[config.mk]
export PLATFORM = sky130hd
export DESIGN_NAME = prog_divider
export DESIGN_NICKNAME = d
export VERILOG_FILES = /design/src/rtl/divider_pkg.sv /design/src/rtl/prog_divider_ctrl.sv /design/src/rtl/prog_divider.sv
export SDC_FILE = /design/constraint.sdc
export NUM_CORES = 1
export LEC_CHECK = 0
export ABC_AREA = 1
export BUFFER_PORTS_ARGS = -buffer_cell sky130_fd_sc_hd__buf_4
export CAP_MARGIN = 10
export CORE_MARGIN = 8
export CORE_UTILIZATION = 30
export CTS_CLUSTER_DIAMETER = 150
export CTS_CLUSTER_SIZE = 24
export DETAILED_ROUTE_END_ITERATION = 7
export GPL_ROUTABILITY_DRIVEN = 0
export GPL_TIMING_DRIVEN = 0
export RECOVER_POWER = 50
export SLEW_MARGIN = 20
export SYNTH_ARGS = -nofsm -noshare
export SYNTH_HDL_FRONTEND = slang
export SYNTH_SLANG_ARGS = --single-unit
[constraint.sdc]
create_clock -name clk -period 3.5 [get_ports clk]
set_input_delay 0.7 -clock clk [delete_from_list [all_inputs] [get_ports clk]]
set_output_delay 0.7 -clock clk [all_outputs]
set_load 0.03 [all_outputs]
[src/rtl/divider_pkg.sv]
// Shared encodings for the programmable clock-enable divider and its controller.
package divider_pkg;

  typedef enum logic [1:0] {
    ST_IDLE  = 2'd0,
    ST_RUN   = 2'd1,
    ST_PAUSE = 2'd2
  } state_e;

  localparam logic MODE_PERIODIC = 1'b0;
  localparam logic MODE_ONESHOT  = 1'b1;

endpackage

[src/rtl/prog_divider_ctrl.sv]
// Run-state sequencer for prog_divider: IDLE/RUN/PAUSE, captured run mode, busy and sticky done.
module prog_divider_ctrl
  import divider_pkg::*;
(
  input  logic clk,
  input  logic rst,
  input  logic enable_i,
  input  logic mode_i,
  input  logic start_i,
  input  logic load_i,
  input  logic term_nz_i,
  input  logic at_term_i,
  input  logic next_term_nz_i,
  output logic idle_o,
  output logic advance_o,
  output logic wrap_o,
  output logic busy_o,
  output logic done_o
);

  state_e state_q;
  logic   mode_q;
  logic   busy_q;
  logic   done_q;

  assign idle_o    = (state_q == ST_IDLE);
  // PAUSE resumes by counting the enabling edge itself, so no enabled cycle is lost.
  assign advance_o = !idle_o && enable_i && term_nz_i;
  assign wrap_o    = advance_o && at_term_i;
  assign busy_o    = busy_q;
  assign done_o    = done_q;

  // NOTE: all state here is updated with non-blocking assignments so every
  // branch reads the pre-edge values and later writes (done set) win over
  // earlier ones (done clear on load) within the same edge.
  always_ff @(posedge clk or posedge rst) begin
    if (rst) begin
      state_q <= ST_IDLE;
      mode_q  <= MODE_PERIODIC;
      busy_q  <= 1'b0;
      done_q  <= 1'b0;
    end else begin
      if (load_i) done_q <= 1'b0;
      case (state_q)
        ST_IDLE: begin
          if (mode_i == MODE_PERIODIC) begin
            if (enable_i && term_nz_i) begin
              state_q <= ST_RUN;
              busy_q  <= 1'b1;
              mode_q  <= MODE_PERIODIC;
            end
          end else if (start_i) begin
            done_q <= 1'b0;
            if (term_nz_i) begin
              state_q <= ST_RUN;
              busy_q  <= 1'b1;
              mode_q  <= MODE_ONESHOT;
            end
          end
        end
        ST_RUN, ST_PAUSE: begin
          if (!term_nz_i) begin
            state_q <= ST_IDLE;
            busy_q  <= 1'b0;
          end else if (!enable_i) begin
            state_q <= ST_PAUSE;
          end else if (at_term_i && (mode_q == MODE_ONESHOT || !next_term_nz_i)) begin
            state_q <= ST_IDLE;
            busy_q  <= 1'b0;
            if (mode_q == MODE_ONESHOT) done_q <= 1'b1;
          end else begin
            state_q <= ST_RUN;
          end
        end
        default: begin
          state_q <= ST_IDLE;
          busy_q  <= 1'b0;
        end
      endcase
    end
  end

endmodule

[src/rtl/prog_divider.sv]
// Programmable clock-enable divider/timer: go pulses once every `term` enabled cycles,
// with a shadowed divisor applied at wrap (or immediately while idle).
module prog_divider
  import divider_pkg::*;
#(
  parameter int unsigned WIDTH       = 6,
  parameter int unsigned DEFAULT_DIV = 5
) (
  input  logic             clk,
  input  logic             reset,
  input  logic             enable,
  input  logic [WIDTH-1:0] divideby,
  input  logic             load,
  input  logic             mode,
  input  logic             start,
  output logic             go,
  output logic [WIDTH-1:0] countTB,
  output logic             busy,
  output logic             done
);

  localparam logic [WIDTH-1:0] DEF_TERM = WIDTH'(DEFAULT_DIV);

  logic [WIDTH-1:0] count_q;
  logic [WIDTH-1:0] term_q;
  logic [WIDTH-1:0] shadow_q;
  logic             go_q;

  logic [WIDTH-1:0] next_term;
  logic             term_nz;
  logic             at_term;
  logic             idle;
  logic             advance;
  logic             wrap;

  // A load in the wrap cycle bypasses the shadow register.
  assign next_term = load ? divideby : shadow_q;
  assign term_nz   = |term_q;
  assign at_term   = term_nz && (count_q == term_q - WIDTH'(1));

  prog_divider_ctrl u_ctrl (
    .clk           (clk),
    .rst           (reset),
    .enable_i      (enable),
    .mode_i        (mode),
    .start_i       (start),
    .load_i        (load),
    .term_nz_i     (term_nz),
    .at_term_i     (at_term),
    .next_term_nz_i(|next_term),
    .idle_o        (idle),
    .advance_o     (advance),
    .wrap_o        (wrap),
    .busy_o        (busy),
    .done_o        (done)
  );

  always_ff @(posedge clk or posedge reset) begin
    if (reset) begin
      count_q  <= '0;
      term_q   <= DEF_TERM;
      shadow_q <= DEF_TERM;
      go_q     <= 1'b0;
    end else begin
      go_q <= wrap;
      if (load) shadow_q <= divideby;
      if (idle) begin
        count_q <= '0;
        term_q  <= next_term;
      end else if (wrap) begin
        count_q <= '0;
        term_q  <= next_term;
      end else if (advance) begin
        count_q <= count_q + WIDTH'(1);
      end
    end
  end

  assign go      = go_q;
  assign countTB = count_q;

endmodule

==> flow_metrics.tcl, run 1 <==
set metrics [dict create \
    status "completed" \
    htreeDepth 1 \
    fin_hold_ws_ns 0.488 \
    clockRootBuffer "clkbuf_8" \
    hold_path.class "register to register" \
    firstDrtPassIters 4 \
    critPathMaxFanout 10 \
    clock.fmax_mhz 483 \
    ctsResizeCount 0 \
    syn_nets 196 \
    clk_latency_ns 0.27 \
    synth_top_area_share_pct 35.9 \
    setup_tns_ns 0 \
    cts_buffers 3 \
    antenna_cells 0 \
    critical_path_class "register to register" \
    syn_area_per_cell_um2 7.74 \
    nets 221 \
    rsz0062_at_grt "false" \
    cpMaxStageDelayCell "dfstp_2" \
    drt_iter0_markers 66 \
    grt_overflow 0 \
    synth-seq-area-share_pct 43.4 \
    leakage_nw 0.854 \
    finalHoldViolations 0 \
    port_buffers 20 \
    seqPwrFrac_pct 33.7 \
    die_h_um 84.2 \
    setup-violations-final 0 \
    worst_setup_path_end_kind "register" \
    synth_area_leaders "dfrtp_1 36%, nand2_1 16%, dfstp_2 7.5%" \
    wire_per_inst_um 11.1 \
    track_usage_pct 8.84 \
    cp.arrival_ns 2.23 \
    die_w_um 84.2 \
    crit_buf_inv 3 \
    synth.distinct_cells 29 \
    cts_setup_buffers 0 \
    max_cap_violations 0 \
    netSwitchingPower_mw 0.537 \
    num_vias 1154 \
    max-slew-margin-rel_pct 39.0 \
    fp.dieArea_um2 7080 \
    grt_pass1_wl_um 5200 \
    drive_gt1_share_pct 22.5 \
    initial_core_util_pct 30.3 \
    synth-seq-cells 24 \
    worstMarginPinSlew_ns 0.914 \
    antenna_left 0 \
    clock_power_share_pct 15.8 \
    internal_power_mw 0.688 \
    cts_tree "done" \
    path_cells "inv_2 -> ha_1 -> nand2_1 -> inv_1 -> nor2_1 -> nand2_1 -> nor2_1 -> nand3_1 -> nor2_4 -> nand4_4 -> nand2_4 -> buf_8 -> o21ai_1" \
    required_ns 3.66 \
    synthesis.area_um2 1390 \
    critPathMaxStageDelay_ns 0.56 \
    grt_pass1_vias 1165 \
    power_density_nw_per_um2 736 \
    ir_drop_mv 0.257 \
    viasPerCell 4.47 \
    synth_cells 180 \
    cts_buffer_depth 2 \
    combinationalPowerShare_pct 50.5 \
    antenna_found_initial 0 \
    fin_crit_ns 2.07 \
    place.detailed.hpwl_um 2270 \
    area_delta_synth_final_pct 19.3 \
    finalClockSkew_ns 0.00618 \
    cts_hold_buf 0 \
    slew_viol_final 0 \
    design.portCount 21 \
    grt_max_degree 25 \
    wirelength_um 2860 \
    p_sw_share_pct 43.8 \
    start_kind "register" \
    drc 0 \
    std_cell_rows 25 \
    fillers 507 \
    clk_pin_slew_ns 0.09 \
    critPathTopFamily "simple AND/OR/NAND/NOR gates" \
    synth_area_leader_cell "dfrtp_1" \
    cts.sinks 24 \
    post-route-period-util_pct 59.1 \
    yosysWarnings 0 \
    core_area_um2 4600 \
]
## layout by cell type, fill, tap and decap left out, types with 2 or more instances in the layout
master	n
a21oi_1	2
buf_4	18
clkbuf_8	4
dfrtp_1	20
dfstp_2	4
ha_1	4
inv_1	24
inv_2	3
nand2_1	59
nand2_2	5
nand3_1	11
nand4_1	4
nor2_1	15
nor3_2	3
o21ai_0	4
o21ai_1	5
xor2_1	3
## stage by stage
step | utilization [%] | cell area, µm² | worst slack (ns) | std cells | total power [mW]
after global routing | 36.2 | 1660 | 1.26 | 258 | 1.35
after CTS | 36.2 | 1670 | 1.43 | 258 | 1.24
after global placement | 35.0 | 1610 | 1.46 | 254 | 1.04
after detailed placement | 35.0 | 1610 | 1.46 | 254 | 1.04
after floorplan | - | 1390 | 1.61 | 180 | 0.904
final | 36.2 | 1660 | 1.43 | 258 | 1.22
## power by group through the flow
stage                     Clock (mW)  Sequential, mW  Combinational (mW)
final                          0.193           0.412               0.619
after global routing           0.211           0.425               0.711
after CTS                      0.203           0.413               0.629
after detailed placement           0           0.419               0.625
after global placement             0           0.417               0.620
after floorplan                    0           0.439               0.465
## final timing paths
path,startpoint,to,slack (ns),depth (start not counted)
setup / recovery,term_q[0],term_q[5],1.43,13
hold / removal,u_ctrl.busy_o,u_ctrl.busy_o,0.49,2
setup reg to reg,term_q[0],term_q[5],1.43,13
hold reg to reg,u_ctrl.busy_o,u_ctrl.busy_o,0.49,2
max in group asynchronous,reset,countTB[5],2.31,2
min in group asynchronous,reset,u_ctrl.busy_o,0.62,2
## cells by family after synthesis
kind of cell             count (synthesis)  share of synthesized area, %
AND/OR/NAND/NOR                        104                          35.0
buffers and inverters                   29                          8.62
flip-flops                              24                          43.4
AO/OA/AOI/OAI                           14                          5.66
adder cells (fa/ha/maj)                  4                          3.59
XOR/XNOR                                 5                          3.68
## state kept, by name, indices dropped and copies added (netlist names)
| signal | flops |
|---|---|
| shadow_q | 6 |
| countTB | 6 |
| u_ctrl.mode_q | 1 |
| term_q | 6 |
| u_ctrl.done_o | 1 |
| u_ctrl.busy_o | 1 |
| u_ctrl.state_q | 2 |
| go | 1 |
## synth_stat cells
cell / instances
nor3_2: 3
xor2_2: 1
nor2_2: 1
nand4_1: 4
nand2_4: 1
dfstp_2: 4
nand4_4: 1
ha_1: 4
or2_2: 1
a21oi_1: 2
nand3b_1: 1
o21ai_1: 5
nand2_1: 59
inv_1: 24
inv_2: 3
xnor2_1: 1
dfrtp_1: 20
clkinv_1: 1
o311ai_0: 1
nor3_1: 1
nor2_4: 1
o22ai_1: 1
o21ai_2: 1
nand3_1: 11
xor2_1: 3
nor2_1: 15
buf_8: 1
o21ai_0: 4
nand2_2: 5
## worst min-delay path, stage by stage, from the launching register on
cell     delay [ns]
dfrtp_1        0.36
nand2_1        0.05
nand2_1        0.05
## cell type report
class | instances | area, µm² | share of cell area, %
buffer | 1 | 15.0 | 0.903
multi-input combinational | 127 | 668 | 40.2
inverter | 28 | 105 | 6.32
clock buffer | 4 | 55.1 | 3.31
sequential | 24 | 606 | 36.4
tap | 54 | 67.6 | 4.06
timing repair buffer | 20 | 146 | 8.80
## layer usage
layer	vias up	track usage [%]	part of all wire, %	wire length (µm)
met5	-	0	0	0
met4	0	4.24	2.3	65
met3	5	2.23	4.2	121
met2	20	13.6	44	1270
met1	517	11.2	49	1410
li1	612	-	-	-
(Power assumes the default switching activity.)
==> run 2, diff against run 1 <==
--- a/config.mk
+++ b/config.mk
@@ -5,7 +5,7 @@
 export SDC_FILE = /design/constraint.sdc
 export NUM_CORES = 1
 export LEC_CHECK = 0
-export ABC_AREA = 1
+export ABC_AREA = 0
 export BUFFER_PORTS_ARGS = -buffer_cell sky130_fd_sc_hd__buf_4
 export CAP_MARGIN = 10
 export CORE_MARGIN = 8
==> constraint.sdc (replaced) <==
create_clock -name clk -period 2.2 [get_ports clk]
set_input_delay 0.44 -clock clk [delete_from_list [all_inputs] [get_ports clk]]
set_output_delay 0.44 -clock clk [all_outputs]
set_load 0.03 [all_outputs]
==> flow_metrics.tcl, run 2 <==
set metrics [dict create \
    worstMarginPinSlew_ns 0.933 \
    synth-seq-cells 24 \
    drc 0 \
    synth-seq-area-share_pct 42.0 \
    critPathMaxFanout 6 \
    wl_met2_um 1600 \
    wl_met3_um 136 \
    status "completed" \
    top_layer_used "met4" \
    fin_hold_ws_ns 0.373 \
    cts.sinks 24 \
    grt_overflow 0 \
    slew_viol_final 0 \
    synthesis.area_um2 1440 \
    ys.flop_type "dfrtp_1" \
    die_h_um 85.3 \
    design.portCount 21 \
    fin_crit_ns 2.18 \
    place.detailed.hpwl_um 2460 \
    critPathMaxStageDelay_ns 0.56 \
    setup-violations-final 0 \
    syn_nets 151 \
    critical_path_class "register to register" \
    synth.distinct_cells 45 \
    fp.dieArea_um2 7280 \
    synth.most_common_cell "dfrtp_1" \
    port_buffers 19 \
    max-slew-margin-rel_pct 37.7 \
    start_kind "register" \
    antenna_found_initial 0 \
    cts_buffer_depth 2 \
    synth_area_leaders "dfrtp_1 35%, dfstp_2 7.3%, mux2_4 6.3%" \
    track_usage_pct 9.46 \
    post-route-period-util_pct 99.1 \
    area_delta_synth_final_pct 27.1 \
    die_w_um 85.3 \
    htreeDepth 1 \
    clk_pin_slew_ns 0.09 \
    layout_commonest_cell "buf_4" \
    nets 181 \
    ir_drop_mv 0.390 \
    mostFrequentLayoutCells "23 x buf_4, 20 x dfrtp_1, 8 x a21oi_1, 8 x nand2_1, 7 x mux2_1" \
    syn_area_per_cell_um2 10.7 \
    antenna_left 0 \
    grt_pass1_wl_um 5460 \
    num_vias 1140 \
    setup_tns_ns 0 \
    std_cell_rows 25 \
    wire_per_inst_um 14.9 \
    cpMaxStageDelayCell "dfstp_2" \
    rsz0062_at_grt "true" \
    yosysWarnings 0 \
    met1Wirelength_um 1450 \
    finalHoldViolations 0 \
    synthArstFlopShare_pct 100 \
    core_area_um2 4690 \
    fillers 454 \
    synth_top_area_share_pct 34.7 \
    antenna_cells 0 \
    clk_latency_ns 0.27 \
    cts_buffers 3 \
    initial_core_util_pct 30.7 \
    max_cap_violations 0 \
    path_cells "inv_2 -> ha_4 -> and2_4 -> a211o_1 -> a32o_2 -> a31oi_4 -> buf_12 -> mux2_4" \
    multi_input_area_um2 835 \
    finalClockSkew_ns 0.00470 \
    grt_max_degree 25 \
    clockRootBuffer "clkbuf_8" \
    register_area_um2 606 \
    leakage_nw 0.809 \
    drive_gt1_share_pct 32.3 \
    synthTopCellsByCount "20 x dfrtp_1, 9 x a21oi_1, 8 x nand2_1" \
    grt_pass1_vias 1184 \
    firstDrtPassIters 4 \
    viasPerCell 5.23 \
    synth_enable_flop_cells 0 \
    required_ns 2.36 \
    cp.arrival_ns 2.35 \
    power_density_nw_per_um2 1350 \
    clock.fmax_mhz 459 \
    wirelength_um 3260 \
    drt_iter0_markers 65 \
    cts_tree "done" \
    synth_cells 135 \
    synth_area_leader_cell "dfrtp_1" \
    worst_setup_path_end_kind "register" \
    hold_path.class "input port to async pin" \
]
run 2: worst paths after layout:
path / startpoint / to / slack, ns / cells after the start
worst min-delay path: reset / shadow_q[5] / 0.37 / 2
min in group clk: mode / u_ctrl.mode_q / 0.41 / 2
worst min register to register: shadow_q[1] / shadow_q[1] / 0.53 / 1
worst max register to register: term_q[0] / term_q[3] / 0.02 / 8
worst max-delay path: term_q[0] / term_q[3] / 0.02 / 8
max in group asynchronous: reset / countTB[2] / 1.25 / 2
run 2: logic make-up (layout without fill, tap and decap cells):
group	Yosys count	in the layout	share of synthesized area, %
AO/OA/AOI/OAI	36	36	18.4
XOR/XNOR	9	9	5.47
adder cells (fa/ha/maj)	4	4	3.47
buffers and inverters	12	41	3.65
flip-flops	24	24	42.0
multiplexers	16	16	13.8
AND/OR/NAND/NOR	34	34	13.2
run 2: final cells by class:
type / instances / share of cell area [%]
plain buffers: 4 / 1.23
well taps: 54 / 3.69
multi-input cells: 99 / 45.6
flip-flops and latches: 24 / 33.1
clock buffers: 3 / 2.25
repair buffers: 25 / 10.9
inverters: 8 / 1.64
clock inverters: 1 / 1.64
run 2: routing by layer:
layer / GRT usage, % / up-vias
met5: 0 / -
met4: 5.25 / 0
met3: 2.03 / 5
met2: 15.9 / 18
met1: 10.9 / 551
li1: - / 566
run 2: per-stage QoR:
step | area, µm² | worst slack [ns] | util (%) | power [mW] | std cells
finish | 1830 | 0.0192 | 39.0 | 2.48 | 218
CTS | 1790 | 0.00834 | 38.2 | 2.43 | 217
detailed placement | 1660 | -0.136 | 35.3 | 1.88 | 208
global placement | 1660 | -0.149 | 35.3 | 1.86 | 208
floorplan | 1450 | 0.00606 | - | 1.61 | 135
global route | 1830 | -0.0211 | 39.0 | 2.67 | 218
run 2: power by group:
part / switching [mW] / internal, mW
clock network: 0.147 / 0.243
registers: 0.161 / 0.587
logic: 0.684 / 0.654
run 2: critical path: cells and delay by family, from the launching register on:
family	cells	cell delay, ns
AOI/OAI and AO/OA	3	0.73
DFF	1	0.56
muxes	1	0.29
buffers and inverters	2	0.20
adders and majority gates	1	0.16
and+or+nand+nor	1	0.13
run 2: timing repair:
item | in CTS | in global routing
gates resized for setup | 3 | 5
hold buffers | 0 | 0
cloned | 0 | 0
pin swaps | 6 | 2
setup buffers | 5 | 1
endpoints found under the setup margin | 11 | 7
